$ cat config.mk
export PLATFORM = sky130hd
export DESIGN_NAME = fetch_stage
export DESIGN_NICKNAME = d
export VERILOG_FILES = /design/src/rtl/fetch_stage_pkg.sv /design/src/rtl/fetch_stage_sync_fifo.sv /design/src/rtl/fetch_stage.sv
export SDC_FILE = /design/constraint.sdc
export NUM_CORES = 1
export LEC_CHECK = 0
export CAP_MARGIN = 15
export CORE_ASPECT_RATIO = 0.75
export CORE_MARGIN = 1.5
export CORE_UTILIZATION = 50
export CTS_CLUSTER_DIAMETER = 120
export CTS_CLUSTER_SIZE = 10
export DETAILED_ROUTE_END_ITERATION = 8
export PLACE_DENSITY = 0.84
export SLEW_MARGIN = 30
export SYNTH_ARGS = -nofsm -noshare
export SYNTH_HDL_FRONTEND = slang
export SYNTH_SLANG_ARGS = --single-unit
export TNS_END_PERCENT = 1
$ cat constraint.sdc
create_clock -name clk -period 6.95 [get_ports clk]
set_input_delay 1.7375 -clock clk [delete_from_list [all_inputs] [get_ports clk]]
set_output_delay 1.7375 -clock clk [all_outputs]
set_load 0.02 [all_outputs]
$ cat src/rtl/fetch_stage_pkg.sv
// Shared fetch-stage types and constants.
package fetch_stage_pkg;

  localparam int unsigned XLEN   = 32;
  localparam int unsigned INST_W = 32;

  localparam logic [XLEN-1:0]   RESET_PC_DEFAULT = 32'h0000_0000;
  localparam logic [INST_W-1:0] NOP_INST_DEFAULT = 32'h0000_0013;  // addi x0,x0,0

  // One decoded-side queue entry: instruction word plus the PC it was fetched from.
  typedef struct packed {
    logic [INST_W-1:0] inst;
    logic [XLEN-1:0]   pc;
  } fetch_entry_t;

  // Force a byte address onto a word boundary.
  function automatic logic [XLEN-1:0] word_align(input logic [XLEN-1:0] addr);
    return {addr[XLEN-1:2], 2'b00};
  endfunction

  // Sequential next fetch address; wraps modulo 2^XLEN.
  function automatic logic [XLEN-1:0] next_pc(input logic [XLEN-1:0] addr);
    return addr + XLEN'(4);
  endfunction

endpackage

$ cat src/rtl/fetch_stage_sync_fifo.sv
// Small synchronous FIFO with flush; head is read combinationally from storage.
module fetch_stage_sync_fifo #(
  parameter int unsigned WIDTH = 32,
  parameter int unsigned DEPTH = 2
) (
  input  logic                       clk,
  input  logic                       rst_n,
  input  logic                       flush_i,
  input  logic                       push_i,
  input  logic [WIDTH-1:0]           wdata_i,
  input  logic                       pop_i,
  output logic [WIDTH-1:0]           rdata_o,
  output logic [$clog2(DEPTH+1)-1:0] count_o,
  output logic                       full_o,
  output logic                       empty_o
);

  localparam int unsigned AW = (DEPTH > 1) ? $clog2(DEPTH) : 1;
  localparam int unsigned CW = $clog2(DEPTH + 1);

  logic [WIDTH-1:0] mem_q [DEPTH];
  logic [AW-1:0]    rd_ptr_q, wr_ptr_q;
  logic [CW-1:0]    count_q;
  logic             do_push, do_pop;

  // A push into a full FIFO is only legal when a pop frees the head slot that same edge.
  assign full_o  = (count_q == CW'(DEPTH));
  assign empty_o = (count_q == '0);
  assign do_push = push_i & (~full_o | pop_i);
  assign do_pop  = pop_i & ~empty_o;
  assign rdata_o = mem_q[rd_ptr_q];
  assign count_o = count_q;

  // Pointer and occupancy tracking; flush discards all entries.
  always_ff @(posedge clk) begin
    if (!rst_n) begin
      rd_ptr_q <= '0;
      wr_ptr_q <= '0;
      count_q  <= '0;
    end else if (flush_i) begin
      rd_ptr_q <= '0;
      wr_ptr_q <= '0;
      count_q  <= '0;
    end else begin
      if (do_push) wr_ptr_q <= wr_ptr_q + AW'(1);
      if (do_pop)  rd_ptr_q <= rd_ptr_q + AW'(1);
      count_q <= count_q + CW'(do_push) - CW'(do_pop);
    end
  end

  // Storage array; contents are don't-care until written.
  always_ff @(posedge clk) begin
    if (do_push && !flush_i) mem_q[wr_ptr_q] <= wdata_i;
  end

endmodule

$ cat src/rtl/fetch_stage.sv
// Instruction fetch stage: PC ownership, credit-limited imem requests,
// output buffering towards decode and wrong-path squashing on redirect.
module fetch_stage
  import fetch_stage_pkg::*;
#(
  parameter logic [XLEN-1:0]   RESET_PC   = RESET_PC_DEFAULT,
  parameter int unsigned       FIFO_DEPTH = 2,
  parameter logic [INST_W-1:0] NOP_INST   = NOP_INST_DEFAULT
) (
  input  logic              clk,
  input  logic              rst_n,
  output logic              imem_req_valid,
  input  logic              imem_req_ready,
  output logic [XLEN-1:0]   imem_req_addr,
  input  logic              imem_resp_valid,
  input  logic [INST_W-1:0] imem_resp_data,
  input  logic              redirect_valid,
  input  logic [XLEN-1:0]   redirect_pc,
  input  logic              halt,
  output logic              id_valid,
  input  logic              id_ready,
  output logic [INST_W-1:0] id_inst,
  output logic [XLEN-1:0]   id_pc,
  output logic              busy
);

  localparam int unsigned CNT_W   = $clog2(FIFO_DEPTH + 1);
  localparam int unsigned ENTRY_W = $bits(fetch_entry_t);

  logic [XLEN-1:0]  pc_q, pc_d;
  logic [XLEN-1:0]  last_pc_q;
  logic [CNT_W-1:0] outst_q, outst_d;
  logic [CNT_W-1:0] discard_q, discard_d;

  logic req_fire, resp_drop, resp_keep, credit_ok;
  logic out_push, out_pop;

  logic [ENTRY_W-1:0] out_rdata;
  fetch_entry_t       out_head, out_wdata;
  logic [CNT_W-1:0]   out_count;
  logic               out_empty, out_full_unused;

  logic [XLEN-1:0]    tag_pc;
  logic [CNT_W-1:0]   tag_count_unused;
  logic               tag_full_unused, tag_empty_unused;

  // Never request more words than the output buffer can absorb.
  assign credit_ok = ({1'b0, outst_q} + {1'b0, out_count}) < (CNT_W+1)'(FIFO_DEPTH);

  assign imem_req_valid = rst_n & ~halt & ~redirect_valid & credit_ok;
  assign imem_req_addr  = pc_q;
  assign req_fire       = imem_req_valid & imem_req_ready;

  assign resp_drop = imem_resp_valid & (discard_q != '0);
  assign resp_keep = imem_resp_valid & (discard_q == '0);

  // Responses landing in a redirect cycle are wrong-path and are not kept.
  assign out_wdata = '{inst: imem_resp_data, pc: tag_pc};
  assign out_push  = resp_keep & ~redirect_valid;
  assign out_pop   = id_valid & id_ready;
  assign out_head  = out_rdata;

  assign id_valid = ~out_empty;
  assign id_inst  = out_empty ? NOP_INST : out_head.inst;
  assign id_pc    = out_empty ? last_pc_q : out_head.pc;
  assign busy     = (outst_q != '0) | (out_count != '0);

  // Next PC, in-flight count and squash count.
  always_comb begin
    pc_d      = pc_q;
    outst_d   = outst_q + CNT_W'(req_fire) - CNT_W'(imem_resp_valid);
    discard_d = discard_q;
    if (redirect_valid) begin
      // No request fires this cycle, so everything still in flight afterwards is stale.
      pc_d      = word_align(redirect_pc);
      discard_d = outst_q - CNT_W'(imem_resp_valid);
    end else begin
      if (req_fire)  pc_d      = next_pc(pc_q);
      if (resp_drop) discard_d = discard_q - CNT_W'(1);
    end
  end

  // State registers; id_pc keeps showing the last presented PC while empty.
  always_ff @(posedge clk) begin
    if (!rst_n) begin
      pc_q      <= RESET_PC;
      outst_q   <= '0;
      discard_q <= '0;
      last_pc_q <= '0;
    end else begin
      pc_q      <= pc_d;
      outst_q   <= outst_d;
      discard_q <= discard_d;
      last_pc_q <= id_pc;
    end
  end

  // Output queue of {inst, pc} towards decode.
  fetch_stage_sync_fifo #(
    .WIDTH (ENTRY_W),
    .DEPTH (FIFO_DEPTH)
  ) u_out_fifo (
    .clk     (clk),
    .rst_n   (rst_n),
    .flush_i (redirect_valid),
    .push_i  (out_push),
    .wdata_i (out_wdata),
    .pop_i   (out_pop),
    .rdata_o (out_rdata),
    .count_o (out_count),
    .full_o  (out_full_unused),
    .empty_o (out_empty)
  );

  // Addresses of live (non-squashed) requests, consumed in response order.
  fetch_stage_sync_fifo #(
    .WIDTH (XLEN),
    .DEPTH (FIFO_DEPTH)
  ) u_tag_fifo (
    .clk     (clk),
    .rst_n   (rst_n),
    .flush_i (redirect_valid),
    .push_i  (req_fire),
    .wdata_i (pc_q),
    .pop_i   (resp_keep),
    .rdata_o (tag_pc),
    .count_o (tag_count_unused),
    .full_o  (tag_full_unused),
    .empty_o (tag_empty_unused)
  );

endmodule

==> flow_summary.ini, run 1 <==
[cts]
clkTransAtPathRegs_ns = 0.05
ctsLongestPathBuffers = 3
cts_num_sinks = 260
cts_setup_buffers = 0
cts.hold.buffers_added = 0
cts_tree = yes
cts_root_buf = clkbuf_16
worstSkewPairLatency_ns = 0.53
cts_made_buffers = 29
htree_levels = 1
post_cts_resized = 0

[floorplan]
dieArea_sq_um = 21800
num_rows = 45
initial_core_util_pct = 51.4
die_w_um = 170
core_sq_um = 20400
die_height_um = 128
io_pins = 170

[synthesis]
synth_edf_count = 184
ys_warn_count = 0
ys_ff_latch = 260
synth_cell_types = 50
yosysTopAreaCellShare_pct = 52.7
ys_async_sr_fraction_pct = 0
seq_area_frac_synth_pct = 67.3
synth.area.top_cells = edfxtp_1, dfxtp_1, mux2i_1, mux2_2, o21ai_0
synthCells = 783
synth_ff_type = edfxtp_1
syn_area_per_cell_sq_um = 13.4
yosysTopAreaCell = edfxtp_1
syn_area_sq_um = 10500

[worst_setup_path]
required_ns = 5.21
worst_setup_path_start_kind = primary input
path_buf_inv = 4
critPathKind = in -> out
crit_path_frequent_cell = buf_4
startpoint = rst_n
crit_family = buffers and inverters
crit_fanout = 60
rr_startpoint = u_out_fifo.count_o[0]$_SDFF_PP0_
cp_slowest_cell = clkdlybuf4s50_1
critPathArrivalTime_ns = 3.53
cp-end-kind = output port
cp_slowest_stage_delay_ns = 0.66
path_cells = buf_2, buf_4, nand2b_1, buf_4, nor4_1, clkdlybuf4s50_1

[power]
power_w = 0.00343
p_seq_share_pct = 51.3
p_sw_w = 0.000784
intPower_w = 0.00265
swShare_pct = 22.9
clockPowerShare_pct = 39.1
ir_drop_mv = 0.171
leakage_nw = 4.31
powerDensity_nw_per_um2 = 259
combPwrFrac_pct = 9.6

[layout]
layout.nets = 1027
final_common_cell = edfxtp_1
drive_gt1_share_pct = 9.07
fillerInstances = 1490
area_growth_pct = 26.5
num_antenna_cells = 0
mostFrequentLayoutCells = edfxtp_1, clkdlybuf4s50_1, dfxtp_1, mux2i_1, nand2_1

[min_path]
worstHoldStart = last_pc_q[0]$_SDFF_PN0_
min_path_type = reg -> reg

[global_route]
first_global_vias = 6690
grt_pass1_wl_um = 35900
antenna_found_initial = 1
met3_usage_pct = 3.38
grt.total_usage_pct = 21.3
grt.overflow.total = 0
grt_max_degree = 63
grt-busiest-layer = met2
met2_usage_pct = 35.3
grtUsageMet1_pct = 29.6

[timing]
tightestPinTransition_ns = 0.893
drv_slew = 0
period_share_pct = 75.8
setup_violations = 0
final-hold-violation-count = 0
max_freq_mhz = 190
fin_crit_ns = 5.27
rsz0062_at_grt = false
relSlewSlack_pct = 40.4
setup_tns_ns = 0
clock-skew-final_ns = 0.0137

[placed_design]
portBuffers = 165
place_hpwl_um = 15400
gp_congestion = 0.874

[detailed_routing]
postRouteAntennaNets = 0
wl_per_cell_um = 18.9
drt_iter0_drc = 650
routed_wl_um = 23600
drc = 0
viasPerCell = 5.59
dr.pass1.iters = 7
vias = 6996

[flow_run]
cap_viol_max_count = 0

[status]
status = finished, final reports clean
## sequential cells by signal, indices dropped and copies added (netlist names), named ones only
name,flops
u_out_fifo.wr_ptr_q,1
imem_req_addr,30
last_pc_q,32
u_out_fifo.mem_q,124
u_tag_fifo.wr_ptr_q,1
discard_q,2
u_tag_fifo.count_o,2
u_tag_fifo.rd_ptr_q,1
u_out_fifo.rd_ptr_q,1
u_tag_fifo.mem_q,60
outst_q,2
u_out_fifo.count_o,2
## final timing paths
| path | end | slack, ns | depth (start not counted) |
|---|---|---|---|
| setup reg to reg | u_tag_fifo.mem_q[0][22]$_DFFE_PP_ | 3.21 | 7 |
| hold reg to reg | last_pc_q[0]$_SDFF_PN0_ | 0.48 | 1 |
| setup / recovery | imem_req_valid | 1.68 | 6 |
| hold / removal | last_pc_q[0]$_SDFF_PN0_ | 0.48 | 1 |
## metal layers
metal	part of all wire, %	up-vias	wire (um)
li1	-	3255	-
met2	48	299	11400
met1	42	3389	10000
met5	0	-	0
met3	7.3	53	1720
met4	2.2	0	531
## power by group through the flow
| stage | clock (W) | combinational, W | sequential, W |
|---|---|---|---|
| CTS | 0.00136 | 0.000328 | 0.00176 |
| global placement | 0 | 0.000318 | 0.00179 |
| detailed placement | 0 | 0.000325 | 0.00179 |
| floorplan | 0 | 0.000158 | 0.00179 |
| global route | 0.00142 | 0.000353 | 0.00176 |
| finish | 0.00134 | 0.000329 | 0.00176 |
## cell type report
type	count	area, sq um	area share, %
clock buffer	53	816	6.16
clock inverter	1	8.76	0.0661
multi-input combinational	463	3200	24.2
sequential	260	7050	53.2
timing repair buffer	177	1760	13.3
inverter	16	60.1	0.453
tap	282	353	2.66
## worst register-to-register path: cells and delay by family, from the launching register on
family	cells	cell delay (ns)
AO/OA/AOI/OAI	1	0.44
adder cells (fa/ha/maj)	1	0.47
buffers and inverters	2	0.49
flip-flops	1	0.39
AND/OR/NAND/NOR	3	1.60
## kinds of logic (layout without fill, tap and decap cells)
group,Yosys count,count (layout),synth area share [%]
AND/OR/NAND/NOR,235,235,12.0
other,1,2,0.0358
buffers and inverters,61,247,2.38
flip-flops,260,260,67.3
AO/OA/AOI/OAI,105,105,6.33
multiplexers,93,93,9.24
adder cells (fa/ha/maj),9,9,1.15
XOR/XNOR,19,19,1.59
## cells in the mapped netlist (2+ instances only)
cell type / n
a211oi_1: 6
a21oi_1: 6
a311oi_1: 4
a31oi_1: 13
and2_1: 38
and3_1: 6
and4_1: 4
buf_2: 10
buf_4: 2
clkbuf_1: 33
dfxtp_1: 76
edfxtp_1: 184
ha_1: 8
inv_1: 14
mux2_2: 30
mux2i_1: 63
nand2_1: 55
nand2b_1: 4
nand3_1: 14
nand4_1: 13
nand4_2: 2
nor2_1: 52
nor2b_1: 5
nor3_1: 5
nor4_1: 5
o211ai_1: 4
o21ai_0: 50
o311ai_0: 4
o31a_1: 2
o31ai_1: 10
or3_1: 8
or4_1: 18
xnor2_1: 12
xor2_1: 7
## stage by stage
stage	util, %	area (sq um)	worst slack (ns)	hold WS [ns]	std cells
floorplan	-	10500	1.38	0.451	784
global placement	60.8	12400	1.71	0.463	1197
detailed placement	60.8	12400	1.71	0.471	1197
CTS	64.9	13200	1.68	0.484	1251
global route	65.0	13200	1.59	0.504	1252
finish	65.0	13200	1.68	0.477	1252
(Power assumes the default switching activity.)
==> run 2: changes to the inputs <==
==> constraint.sdc (replaced) <==
create_clock -name clk -period 5.1 [get_ports clk]
set_input_delay 1.275 -clock clk [delete_from_list [all_inputs] [get_ports clk]]
set_output_delay 1.275 -clock clk [all_outputs]
set_load 0.02 [all_outputs]
==> flow_summary.ini, run 2 (same netlist as run 1, synthesis figures left out) <==
[timing]
period_share_pct = 83.2
relSlewSlack_pct = 47.6
drv_slew = 0
rsz0062_at_grt = false
max_freq_mhz = 236
clock-skew-final_ns = 0.0118
setup_slack_ns = 0.856
tightestPinTransition_ns = 0.781
final-hold-violation-count = 0
setup_violations = 0
setup_tns_ns = 0
fin_crit_ns = 4.24

[floorplan]
core_sq_um = 20400
io_pins = 170
num_rows = 45
initial_core_util_pct = 51.4
dieArea_sq_um = 21800
die_w_um = 170
die_height_um = 128

[global_route]
grt_pass1_wl_um = 35800
grt.overflow.total = 0
grt_max_degree = 72
first_global_vias = 6660
grt.total_usage_pct = 21.4
antenna_found_initial = 0

[cts]
cts_root_buf = clkbuf_16
cts_tree = yes
cts.hold.buffers_added = 0
clkTransAtPathRegs_ns = 0.06
worstSkewPairLatency_ns = 0.53
cts_setup_buffers = 0
ctsLongestPathBuffers = 3
cts_num_sinks = 260
cts_made_buffers = 29
htree_levels = 1
post_cts_resized = 0

[worst_setup_path]
required_ns = 3.83
cp-end-kind = output port
crit_fanout = 71
critPathKind = reg -> out
worst_setup_path_start_kind = flop
critPathArrivalTime_ns = 2.97

[detailed_routing]
drt_iter0_drc = 645
postRouteAntennaNets = 0
routed_wl_um = 23800
wl_per_cell_um = 19.0
drc = 0
vias = 6930
viasPerCell = 5.53
dr.pass1.iters = 5

[layout]
largest-register = u_out_fifo.mem_q
drive_gt1_share_pct = 8.97
area_growth_pct = 26.8
mostFrequentLayoutCells = edfxtp_1, clkdlybuf4s50_1, dfxtp_1, mux2i_1, nand2_1
fillerInstances = 1519
fin_cells = 1253
largest_reg_flops = 124
largest_registers = u_out_fifo.mem_q (124), u_tag_fifo.mem_q (60), last_pc_q (32)
layout.nets = 1027
final_common_cell = edfxtp_1

[placed_design]
preCtsSetupSlack_ns = 1.07
portBuffers = 165
place_hpwl_um = 15400
placed_cells = 1198
gp_congestion = 0.860

[power]
ir_drop_mv = 0.271
powerDensity_nw_per_um2 = 351
leakage_nw = 4.31

[flow_run]
cap_viol_max_count = 0

[min_path]
min_path_type = reg -> reg

[status]
status = finished, final reports clean
run 2: cell count changes in the layout (fill, tap and decap cells not counted), sizes merged:
cell   previous run  this run
diode             0         1
run 2: per-layer routing:
layer	wire, um	global-route usage (%)	part of all wire [%]
met1	10100	29.0	42
met2	11400	35.4	48
met3	1600	3.48	6.7
met4	705	7.24	3.0
met5	0	0	0
run 2: path summary, 6_finish.rpt:
path / start / to / slack, ns / depth (start not counted)
worst min register to register: last_pc_q[1]$_SDFF_PN0_ / last_pc_q[1]$_SDFF_PN0_ / 0.48 / 1
worst max register to register: u_out_fifo.count_o[0]$_SDFF_PP0_ / u_tag_fifo.mem_q[0][31]$_DFFE_PP_ / 1.64 / 7
worst min-delay path: last_pc_q[1]$_SDFF_PN0_ / last_pc_q[1]$_SDFF_PN0_ / 0.48 / 1
worst max-delay path: u_out_fifo.count_o[1]$_SDFF_PP0_ / id_pc[28] / 0.86 / 5
run 2: stage by stage:
stage | cell area [sq um] | power [W] | utilization (%) | hold slack (ns)
detailed placement | 12500 | 0.00288 | 61.1 | 0.468
floorplan | 10500 | 0.00265 | - | 0.451
global route | 13300 | 0.00482 | 65.1 | 0.506
CTS | 13300 | 0.00470 | 65.1 | 0.485
global placement | 12500 | 0.00287 | 61.1 | 0.463
finish | 13300 | 0.00467 | 65.2 | 0.481
run 2: critical path, cell delays in order (launching register included):
cell	delay, ns
dfxtp_1	0.38
nor2_4	0.44
buf_4	0.63
nand2_1	0.10
o21ai_0	0.12
clkdlybuf4s50_1	0.68
run 2: area by class of cell:
cell class	instances	area [sq um]	area share, %
clock buffer	53	816	6.14
timing repair buffer	177	1790	13.5
antenna	1	2.50	0.0188
multi-input combinational	463	3200	24.1
clock inverter	1	8.76	0.0660
inverter	16	60.1	0.452
tap	282	353	2.66
sequential	260	7050	53.1
run 2: report_power, final:
part	switching, W	leakage (nW)	total, W	internal, W
logic	0.000241	1.62	0.000447	0.000206
clock network	0.000757	0.390	0.00182	0.00107
registers	0.0000643	2.30	0.00240	0.00233
